`src/rtl/pc_fetch_sequencer_if.sv`:
```
// Instruction-memory request/response bus between fetch and imem.
// The master holds req with addr until ack returns rdata.
interface pc_fetch_sequencer_if;
   logic        imem_req;
   logic [31:0] imem_addr;
   logic        imem_ack;
   logic [31:0] imem_rdata;

   modport master (
      output imem_req,
      output imem_addr,
      input  imem_ack,
      input  imem_rdata
   );

   modport slave (
      input  imem_req,
      input  imem_addr,
      output imem_ack,
      output imem_rdata
   );
endinterface

```
`src/rtl/pc_fetch_sequencer.sv`:
```
// Fetch-stage PC owner: imem sequencing, one-delay-slot redirect,
// one-entry skid buffer for ID stalls, IF/ID register with PC+8.
module pc_fetch_sequencer #(
   parameter logic [31:0] RESET_PC = 32'h0000_3000
) (
   input  logic        clk,
   input  logic        reset,
   input  logic        stall,
   input  logic        redirect_valid,
   input  logic [31:0] redirect_pc,
   pc_fetch_sequencer_if.master bus,
   output logic        fd_valid,
   output logic [31:0] fd_pc,
   output logic [31:0] fd_instr,
   output logic [31:0] fd_pc8,
   output logic        addr_err
);

   typedef enum logic {
      FETCH,
      FULL
   } state_t;

   state_t      state;
   logic [31:0] pc;
   logic [31:0] skid_pc;
   logic [31:0] skid_instr;
   logic [31:0] pend_pc;
   logic        pend_valid;

   logic        acc;
   logic        misal;
   logic        ack_f;
   logic        slot_free;
   logic [31:0] tgt;
   logic [31:0] next_pc;

   assign bus.imem_req  = (state == FETCH);
   assign bus.imem_addr = pc;

   assign acc       = redirect_valid & ~stall;
   assign misal     = |redirect_pc[1:0];
   assign tgt       = {redirect_pc[31:2], 2'b00};
   assign ack_f     = (state == FETCH) & bus.imem_ack;
   assign slot_free = ~stall | ~fd_valid;

   // A pending target belongs to the delay slot now being acked.
   always_comb begin
      next_pc = pc + 32'd4;
      if (pend_valid) begin
         next_pc = pend_pc;
      end else if (acc) begin
         next_pc = tgt;
      end
   end

   always_ff @(posedge clk) begin
      if (reset) begin
         state      <= FETCH;
         pc         <= RESET_PC;
         fd_valid   <= 1'b0;
         fd_pc      <= 32'd0;
         fd_instr   <= 32'd0;
         fd_pc8     <= 32'd0;
         skid_pc    <= 32'd0;
         skid_instr <= 32'd0;
         pend_pc    <= 32'd0;
         pend_valid <= 1'b0;
         addr_err   <= 1'b0;
      end else begin
         if (acc && misal) begin
            addr_err <= 1'b1;
         end
         unique case (state)
            FETCH: begin
               if (ack_f) begin
                  pc <= next_pc;
                  if (slot_free) begin
                     fd_valid <= 1'b1;
                     fd_pc    <= pc;
                     fd_instr <= bus.imem_rdata;
                     fd_pc8   <= pc + 32'd8;
                  end else begin
                     skid_pc    <= pc;
                     skid_instr <= bus.imem_rdata;
                     state      <= FULL;
                  end
               end else if (!stall) begin
                  fd_valid <= 1'b0;
               end
               if (ack_f && pend_valid && !acc) begin
                  pend_valid <= 1'b0;
               end else if (acc && (!ack_f || pend_valid)) begin
                  pend_pc    <= tgt;
                  pend_valid <= 1'b1;
               end
            end
            FULL: begin
               // Skid already holds the delay slot, so a redirect
               // taken on release goes straight into pc.
               if (!stall) begin
                  fd_valid <= 1'b1;
                  fd_pc    <= skid_pc;
                  fd_instr <= skid_instr;
                  fd_pc8   <= skid_pc + 32'd8;
                  state    <= FETCH;
                  if (acc) begin
                     pc <= tgt;
                  end
               end
            end
         endcase
      end
   end

endmodule

```
`src/flat_wrapper.sv`:
```
// flat-port wrapper written by rule: the top's interface ports become plain ports
module pc_fetch_sequencer_flat 
#(
   parameter logic [31:0] RESET_PC = 32'h0000_3000
)
  (clk, reset, stall, redirect_valid, redirect_pc, fd_valid, fd_pc, fd_instr, fd_pc8, addr_err, bus_imem_req, bus_imem_addr, bus_imem_ack, bus_imem_rdata);
  pc_fetch_sequencer_if bus_i ();
  input  logic clk;
  input  logic reset;
  input  logic stall;
  input  logic redirect_valid;
  input  logic [31:0] redirect_pc;
  output logic fd_valid;
  output logic [31:0] fd_pc;
  output logic [31:0] fd_instr;
  output logic [31:0] fd_pc8;
  output logic addr_err;
  output wire logic [$bits(bus_i.imem_req)-1:0] bus_imem_req;
  output wire logic [$bits(bus_i.imem_addr)-1:0] bus_imem_addr;
  input wire logic [$bits(bus_i.imem_ack)-1:0] bus_imem_ack;
  input wire logic [$bits(bus_i.imem_rdata)-1:0] bus_imem_rdata;
  assign bus_imem_req = bus_i.imem_req;
  assign bus_imem_addr = bus_i.imem_addr;
  assign bus_i.imem_ack = bus_imem_ack;
  assign bus_i.imem_rdata = bus_imem_rdata;
  pc_fetch_sequencer #(.RESET_PC(RESET_PC)) u_core (.clk(clk), .reset(reset), .stall(stall), .redirect_valid(redirect_valid), .redirect_pc(redirect_pc), .bus(bus_i), .fd_valid(fd_valid), .fd_pc(fd_pc), .fd_instr(fd_instr), .fd_pc8(fd_pc8), .addr_err(addr_err));
endmodule
```
`config.mk`:
```
export PLATFORM = sky130hd
export DESIGN_NAME = pc_fetch_sequencer_flat
export DESIGN_NICKNAME = d
export VERILOG_FILES = /design/src/rtl/pc_fetch_sequencer_if.sv /design/src/rtl/pc_fetch_sequencer.sv /design/src/flat_wrapper.sv
export SDC_FILE = /design/constraint.sdc
export NUM_CORES = 1
export LEC_CHECK = 0
export CAP_MARGIN = 20
export CORE_UTILIZATION = 56
export CTS_CLUSTER_SIZE = 20
export DETAILED_ROUTE_END_ITERATION = 8
export PLACE_DENSITY = 0.94
export SYNTH_ARGS = -nofsm -noshare
export SYNTH_HDL_FRONTEND = slang
export SYNTH_SLANG_ARGS = --single-unit
```
`constraint.sdc`:
```
create_clock -name clk -period 5.79 [get_ports clk]
set_input_delay 1.158 -clock clk [delete_from_list [all_inputs] [get_ports clk]]
set_output_delay 1.158 -clock clk [all_outputs]
set_load 0.005 [all_outputs]
```
==> results of run 1 <==
==> layout make-up <==
| class | count | share of cell area |
|---|---|---|
| Clock buffer | 31 | 0.0511 |
| Timing Repair Buffer | 209 | 0.161 |
| Clock inverter | 11 | 0.00654 |
| Tap cell | 229 | 0.0224 |
| Sequential cell | 217 | 0.339 |
| Multi-Input combinational cell | 940 | 0.416 |
| Inverter | 12 | 0.00351 |
==> kinds of logic (layout without fill, tap and decap cells) <==
| family | after synthesis | after routing |
|---|---|---|
| fa+ha+maj | 2 | 2 |
| simple gates | 498 | 498 |
| mux | 61 | 61 |
| flops | 217 | 217 |
| compound gates | 347 | 347 |
| other cells | 1 | 6 |
| buf+inv | 130 | 263 |
| xor+xnor | 26 | 26 |
==> flip-flops by register name (all words and copies together) (netlist names) <==
name / cells
u_core.pend_valid: 1
u_core.pend_pc: 30
u_core.skid_instr: 32
u_core.fd_pc: 29
u_core.fd_valid: 1
u_core.state: 1
u_core.fd_instr: 32
u_core.bus.imem_addr: 30
u_core.addr_err: 1
u_core.skid_pc: 30
u_core.fd_pc8: 30
==> cells in the final DEF (no fill, tap or decap), drive strengths merged, types with 4 or more instances in the layout <==
cell type and n:
a211oi 67, a21oi 141, a221oi 8, a222oi 4, a22oi 12, a31oi 5, and3 6, and4 4
buf 17, clkbuf 31, clkdlybuf4s50 192, clkinv 9, conb 6, dfxtp 217, inv 13, mux2i 58
nand2 262, nand2b 5, nand3 33, nand4 14, nand4b 4, nor2 115, nor3 20, nor4 12
o211ai 7, o21ai 57, or3 7, or4 6, xnor2 13, xor2 13
==> stage by stage <==
| stage | cell area [um^2] | utilization |
|---|---|---|
| 6_report | 12800 | 0.714 |
| 5_1_grt | 12800 | 0.714 |
| 4_1_cts | 12800 | 0.713 |
| 3_5_place_dp | 12100 | 0.672 |
| 3_3_place_gp | 12000 | 0.671 |
| 2_1_floorplan | 10300 | - |
==> where the power goes <==
group | switching [mW] | internal (mW)
logic | 0.250 | 0.242
registers | 0.0807 | 1.57
clock network | 0.608 | 0.839
==> metal layers <==
metal  track usage  part of all wire  up-vias
met4         0.118             0.038        0
met3        0.0545             0.097       90
li1              -                 -     4762
met1         0.411              0.41     4633
met2         0.489              0.45      571
met5             0                 0        -
==> worst max-delay path, delay by kind of cell, from the launching register on <==
family | cells | cell delay, ns
buf+inv | 2 | 1.33
flops | 1 | 1.02
==> path summary, 6_finish.rpt <==
kind | start | endpoint | slack (ns) | cells past startpoint
worst max register to register | u_core.state | u_core.fd_pc8[28] | 2.01 | 7
worst min register to register | u_core.addr_err | u_core.addr_err | 0.45 | 2
worst min-delay path | u_core.addr_err | u_core.addr_err | 0.45 | 2
worst max-delay path | u_core.state | bus_imem_req | 1.71 | 2
==> summary.md, run 1 <==
| Metric | Value |
|---|---|
| Clk_lat worst skew | `around 0.52 ns` |
| Worst hold path class | `flip-flop to flip-flop` |
| Post-DP HPWL | `19.3 mm` |
| Post-synth EDFFs | `0` |
| Layout cells sized above 1 | `0.0606` |
| Top post-synthesis cells by area | `dfxtp_1 (42%), nand2_1 (9.5%), a21oi_1 (6.9%)` |
| Leak Pwr | `around 4.3 nW` |
| Synth cell count leaders | `nand2_1 (260), dfxtp_1 (217), a21oi_1 (141)` |
| CP peak stage delay | `1.02 ns` |
| Initial antenna violation count | `0` |
| Post-cts resize count | `0` |
| Initial DRC count | `1202` |
| Num rows | `49` |
| Mapped cell area | `about 10000 um^2` |
| Ys async rst share | `0` |
| Placement Setup Slack | `around 1.8 ns` |
| Slew HR | `0.309` |
| CP Class | `flip-flop to primary output` |
| Critical Path, Cell by Cell | `inv_1 -> clkdlybuf4s50_1` |
| Final Non-Filler Cells | `1649` |
| Post-CTS setup buffers | `0` |
| Die W | `about 140 um` |
| Max-slew violations | `0` |
| Post-synthesis cell count | `1282` |
| Area growth syn-to-layout | `25.2%` |
| Sequential Area | `4350 um^2` |
| TritonCTS clock tree | `yes` |
| Die height | `roughly 140 um` |
| Reg clk slew, reported paths | `0.07 ns` |
| Count leader, synth | `nand2_1` |
| Setup violators final | `0` |
| Yosys warns | `0` |
| Worst Hold Slack | `0.448 ns` |
| Fmax | `roughly 250 MHz` |
| Initial core utilization | `0.570` |
| Worst-Margin Slew | `1.04 ns` |
| Vias per cell | `approximately 6.1` |
| Largest family of logic cells by synthesized area | `simple AND/OR/NAND/NOR gates` |
| Num CTS Buffers | `23` |
| Seq cells post-synth | `about 220` |
| Multi-input gate area | `~5300 um^2` |
| Synth cell types | `79` |
| Seq/Total Area, Yosys | `0.424` |
| Power per Cell Area | `280 nW/um^2` |
| Root buffer selected by CTS | `clkbuf_16` |
| Hold Fails Final Rpt | `0` |
| Mux cell area share after synthesis | `0.0600` |
| Largest net degree at the start of global routing | `94` |
| Drc violations | `0` |
| Fin crit share | `0.704` |
| Antenna viol nets, final | `0` |
| Top-area cell type share of the netlist area | `0.424` |
| Nets | `1474` |
| Critical Path Sink Type | `primary output` |
| Post-synthesis xor/xnor area fraction | `0.0222` |
| Total Power | `3.59 mW` |
| # fillers | `1326` |
| Final setup TNS | `0 ns` |
| I/O Buffers | `193` |
| Avg Inst Size Synth | `7.99 um^2` |
| Status | `finished clean` |
| Post-Synth Simple-Gate Area | `0.217` |
| Remaining global-route overflow | `0` |
| Post-synthesis compound-gate area fraction | `0.214` |
| GPL Wtd Cong | `0.900` |
| Post-Synth Adder-Cell Area | `0.00244` |
| Unrepaired setup endpoints after global routing | `false` |
| MaxCap Viol Count | `0` |
| Vias in the first global route | `9223` |
| VDD IR max | `0.242 mV` |
| Slowest CP cell | `dfxtp_4` |
| IO Count | `200` |
| Average wire per standard cell | `around 18 um` |
| Clock Skews | `0.0128 ns` |
| Critical path peak fanout | `70` |
| Global-route wire length before repair | `46.3 mm` |
| Routed Wire Length | `just under 30 mm` |
| Core ar. | `around 18000 um^2` |
| H-tree depth | `1` |
| Worst Path Required | `4.63 ns` |
| Final setup margin | `between 1.5 and 2 ns` |
| CTS Buffer Depth | `3` |
| N_diodes | `0` |
| Critical Path AT | `2.92 ns` |
| Clock period minus worst slack | `4.08 ns` |
| Most used DFF post-synth | `dfxtp_1` |
| Gr usage total | `0.306` |
| CP startpoint kind | `flip-flop` |
| Via count | `approximately 10000` |
| Full die area | `approximately 19000 um^2` |
| Dpl cells | `1606` |
| Area leader, netlist | `dfxtp_1` |
| Drt first pass iters | `5` |
| Hold_buf cts | `0` |
| Clk sinks | `~220` |
(Power assumes the default switching activity.)
==> run 2, diff against run 1 <==
- CORE_UTILIZATION: 56 -> 52
- PLACE_DENSITY: 0.94 -> 0.89
- clock period: 5.79 -> 4.1 ns (I/O delays scaled with it)
==> summary.md, run 2 (same netlist as run 1, synthesis figures left out) <==
| Metric | Value |
|---|---|
| Post-CTS setup buffers | `0` |
| Clk sinks | `between 200 and 250` |
| Largest delay share family, worst path | `simple AND/OR/NAND/NOR gates` |
| Global-route wire length before repair | `46.1 mm` |
| Nets | `1477` |
| CP startpoint kind | `flip-flop` |
| Num CTS Buffers | `22` |
| Gr usage total | `0.280` |
| Leak Pwr | `approximately 4.3 nW` |
| CTS Buffer Depth | `3` |
| Bufs and invs on worst path | `0` |
| Clk_lat worst skew | `0.50 ns` |
| Vias in the first global route | `9166` |
| Hold Fails Final Rpt | `0` |
| Post-DP HPWL | `between 15 and 20 mm` |
| Total Power | `5.14 mW` |
| Antenna viol nets, final | `0` |
| VDD IR max | `~0.28 mV` |
| Die height | `approximately 140 um` |
| Hold_buf cts | `0` |
| Power per Cell Area | `397 nW/um^2` |
| Setup violators final | `0` |
| Critical Path AT | `3.43 ns` |
| Die W | `between 100 and 150 um` |
| TritonCTS clock tree | `yes` |
| Critical Path, Cell by Cell | `mux2_2 -> ha_1 -> nand3_1 -> nor3_1 -> o211ai_2 -> or4_1 -> nand3_1 -> a21oi_1` |
| Slowest CP cell | `dfxtp_4` |
| Regs by FF count | `u_core.fd_instr: 32 flops, u_core.skid_instr: 32 flops` |
| Routed Wire Length | `29.3 mm` |
| Slew HR | `0.295` |
| Clock Skews | `0.0239 ns` |
| Worst hold path class | `flip-flop to flip-flop` |
| Worst path most repeated cell | `nand3_1` |
| Worst Path Required | `4.44 ns` |
| Drt first pass iters | `5` |
| Fmax | `323 MHz` |
| Post-cts resize count | `0` |
| Critical path peak fanout | `41` |
| Average wire per standard cell | `17.4 um` |
| CP peak stage delay | `0.68 ns` |
| Most common cell after layout, fill and taps aside | `nand2_1` |
| CP Class | `flip-flop to flip-flop` |
| GPL Wtd Cong | `0.904` |
| Final setup TNS | `0 ns` |
| Root buffer selected by CTS | `clkbuf_16` |
| Largest net degree at the start of global routing | `110` |
| Via count | `9960` |
| H-tree depth | `1` |
| Most frequent cells in the layout | `nand2_1 (260), dfxtp_1 (216), clkdlybuf4s50_1 (192), a21oi_1 (140), nor2_1 (113)` |
| Remaining global-route overflow | `0` |
| Full die area | `20300 um^2` |
| Unrepaired setup endpoints after global routing | `false` |
| Initial DRC count | `1033` |
| N_diodes | `0` |
| Reg clk slew, reported paths | `0.07 ns` |
| Worst-Margin Slew | `1.06 ns` |
| Status | `finished clean` |
| IO Count | `200` |
| Initial core utilization | `0.538` |
| MaxCap Viol Count | `0` |
| Fin crit share | `0.754` |
| Initial antenna violation count | `1` |
| Clock period minus worst slack | `3.09 ns` |
| Drc violations | `0` |
| Core ar. | `between 15000 and 20000 um^2` |
| Vias per cell | `between 5 and 6` |
| Layout cells sized above 1 | `0.0606` |
| Num rows | `50` |
| I/O Buffers | `193` |
| Area growth syn-to-layout | `26.3%` |
| Max-slew violations | `0` |
| Critical Path Sink Type | `flip-flop` |
run 2: changes by cell type in the layout (fill, tap and decap cells not counted), sizes merged:
cell | before | now
bufinv | 1 | 3
clkbuf | 31 | 30
inv | 13 | 12
buf | 17 | 21
clkinvlp | 0 | 1
clkinv | 9 | 4
run 2: final cells by class:
class / instances / area (um^2)
fill: 1538 / 6090
multi-input combinational: 940 / 5330
sequential: 217 / 4350
timing repair buffer: 213 / 2120
clock buffer: 30 / 642
tap: 260 / 325
clock inverter: 8 / 118
inverter: 12 / 45.0
run 2: worst reg2reg max path: cells and delay by family (launching register included):
family / cells / cell delay (ns)
simple gates: 4 / 1.27
flops: 1 / 0.68
compound gates: 2 / 0.39
mux: 1 / 0.30
fa+ha+maj: 1 / 0.29
run 2: per-layer routing:
metal,part of all wire,routed length (um),vias up,GRT usage
met5,0.00038,11,-,0
met4,0.025,736,2,0.100
met3,0.087,2550,62,0.0525
met2,0.46,13600,492,0.451
met1,0.42,12400,4638,0.375
li1,-,-,4766,-
run 2: report_power, final:
group / total (mW) / leakage [nW] / internal, mW / switching (mW)
Combinational: 0.705 / 2.18 / 0.347 / 0.358
Clock: 2.11 / 0.374 / 1.28 / 0.825
Sequential: 2.33 / 1.77 / 2.22 / 0.110
Total: 5.14 / 4.33 / 3.84 / 1.29
run 2: stage by stage:
stage / instance area, um^2 / cells / utilization / hold slack [ns] / setup WS, ns
floorplan: 10300 / 1287 / - / 0.436 / 1.12
global route: 12900 / 1680 / 0.680 / 0.474 / 0.809
finish: 12900 / 1680 / 0.680 / 0.450 / 1.01
detailed placement: 12200 / 1642 / 0.640 / 0.444 / 1.00
CTS: 12900 / 1680 / 0.680 / 0.451 / 1.01
global placement: 12200 / 1642 / 0.640 / 0.439 / 1.09
run 2: path summary, 6_finish.rpt:
| kind | startpoint | end | slack (ns) | cells past startpoint |
|---|---|---|---|---|
| min | u_core.fd_pc8[29] | u_core.fd_pc8[29] | 0.45 | 2 |
| max reg2reg | u_core.state | u_core.fd_pc8[29] | 1.01 | 8 |
| min reg2reg | u_core.fd_pc8[29] | u_core.fd_pc8[29] | 0.45 | 2 |
| max | u_core.state | u_core.fd_pc8[29] | 1.01 | 8 |
==> run 3, diff against run 2 <==
- clock period: 4.1 -> 2.97 ns (I/O delays scaled with it)
==> summary.md, run 3 (same netlist as run 1, synthesis figures left out) <==
| Metric | Value |
|---|---|
| Status | `finished clean` |
| Num CTS Buffers | `23` |
| Antenna viol nets, final | `0` |
| Nets | `1495` |
| Clock period minus worst slack | `2.85 ns` |
| Placement Setup Slack | `about 0.28 ns` |
| Core ar. | `between 15000 and 20000 um^2` |
| CTS Buffer Depth | `3` |
| Critical Path Sink Type | `primary output` |
| Worst hold path class | `flip-flop to flip-flop` |
| Reg2Reg Setup Slack | `around 0.17 ns` |
| Initial core utilization | `0.538` |
| Critical Path AT | `2.26 ns` |
| Root buffer selected by CTS | `clkbuf_16` |
| Worst-Margin Slew | `a little over 0.8 ns` |
| Initial antenna violation count | `0` |
| Die W | `roughly 140 um` |
| Slew HR | `0.454` |
| CP Class | `flip-flop to primary output` |
| Die height | `142 um` |
| Fin crit share | `0.960` |
| Drt first pass iters | `5` |
| Util after Layout | `0.691` |
| Hold Fails Final Rpt | `0` |
| Num rows | `50` |
| Layout cells sized above 1 | `0.0722` |
| Clk sinks | `217` |
| Clk_lat worst skew | `0.51 ns` |
| Vias per cell | `5.99` |
| Full die area | `20300 um^2` |
| Post-cts resize count | `0` |
| Clock Skews | `0.00675 ns` |
| Remaining global-route overflow | `0` |
| GPL Wtd Cong | `0.906` |
| Power per Cell Area | `558 nW/um^2` |
| Drc violations | `0` |
| Setup violators final | `0` |
| MaxCap Viol Count | `0` |
| Sequential Area | `approximately 4300 um^2` |
| Leak Pwr | `4.46 nW` |
| Largest net degree at the start of global routing | `112` |
| Gr usage total | `0.290` |
| Fmax | `351 MHz` |
| Multi-input gate area | `5340 um^2` |
| Total Power | `7.34 mW` |
| Final setup margin | `0.120 ns` |
| Area growth syn-to-layout | `28.5%` |
| Hold_buf cts | `0` |
| N_diodes | `0` |
| Max-slew violations | `0` |
| Reg clk slew, reported paths | `0.06 ns` |
| TritonCTS clock tree | `yes` |
| Global-route wire length before repair | `47.5 mm` |
| I/O Buffers | `193` |
| Worst Path Required | `roughly 2.4 ns` |
| Via count | `10200` |
| Average wire per standard cell | `around 18 um` |
| CP startpoint kind | `flip-flop` |
| H-tree depth | `1` |
| Initial DRC count | `1155` |
| Final setup TNS | `0 ns` |
| Most frequent cells in the layout | `nand2_1 (260), dfxtp_1 (216), clkdlybuf4s50_1 (192), a21oi_1 (140), nor2_1 (113)` |
| Critical path peak fanout | `26` |
| IO Count | `200` |
| VDD IR max | `0.488 mV` |
| Regs by FF count | `u_core.fd_instr: 32 flops, u_core.skid_instr: 32 flops` |
| Post-CTS setup buffers | `0` |
| Most common cell after layout, fill and taps aside | `nand2_1` |
| Post-DP HPWL | `20.3 mm` |
| Routed Wire Length | `30.1 mm` |
| Worst Hold Slack | `0.451 ns` |
| # fillers | `1491` |
| Unrepaired setup endpoints after global routing | `false` |
| Vias in the first global route | `between 9000 and 10000` |
==> run 3: cell types whose count changed in the layout (fill, tap and decap cells not counted), sizes merged <==
cell | previous run | this run
clkinvlp | 1 | 0
clkinv | 4 | 3
buf | 21 | 38
bufinv | 3 | 5
clkbuf | 30 | 33
==> run 3: path summary, 6_finish.rpt <==
path / end / cells past startpoint / start
setup / recovery: bus_imem_req / 3 / u_core.state
setup reg to reg: u_core.bus.imem_addr[22] / 7 / u_core.bus.imem_addr[3]
hold reg to reg: u_core.fd_pc8[9] / 2 / u_core.fd_pc8[9]
hold / removal: u_core.fd_pc8[9] / 2 / u_core.fd_pc8[9]
==> run 3: area by class of cell <==
cell class              instances  area share
clock buffers                  33      0.0497
clock inverters                 8      0.0126
inverters                      12     0.00343
multi-input cells             940       0.406
flip-flops and latches        217       0.331
well taps                     260      0.0247
repair buffers                230       0.173
==> run 3: power by group <==
group          leakage (nW)  switching (mW)  internal, mW
Clock                 0.402            1.17          1.96
Combinational          2.28           0.530         0.498
Sequential             1.77           0.127          3.06
Total                  4.46            1.83          5.51
==> run 3: metal layers <==
metal,part of all wire,global-route usage,routed length [um],vias to the layer above
li1,-,-,-,4802
met1,0.42,0.399,12500,4703
met2,0.46,0.458,13700,592
met3,0.096,0.0451,2880,84
met4,0.033,0.110,987,0
met5,0,0,0,-
==> run 3: worst max-delay path, cell delays in order, from the launching register on <==
cell and delay, ns:
dfxtp_4 0.60, buf_6 0.30, inv_1 0.30, clkdlybuf4s50_1 0.54
==> run 3: through the flow <==
stage / cells / instance area, um^2
after floorplan: 1287 / 10300
after global placement: 1659 / 12300
after detailed placement: 1659 / 12300
after CTS: 1700 / 13100
after global routing: 1700 / 13200
final: 1700 / 13200
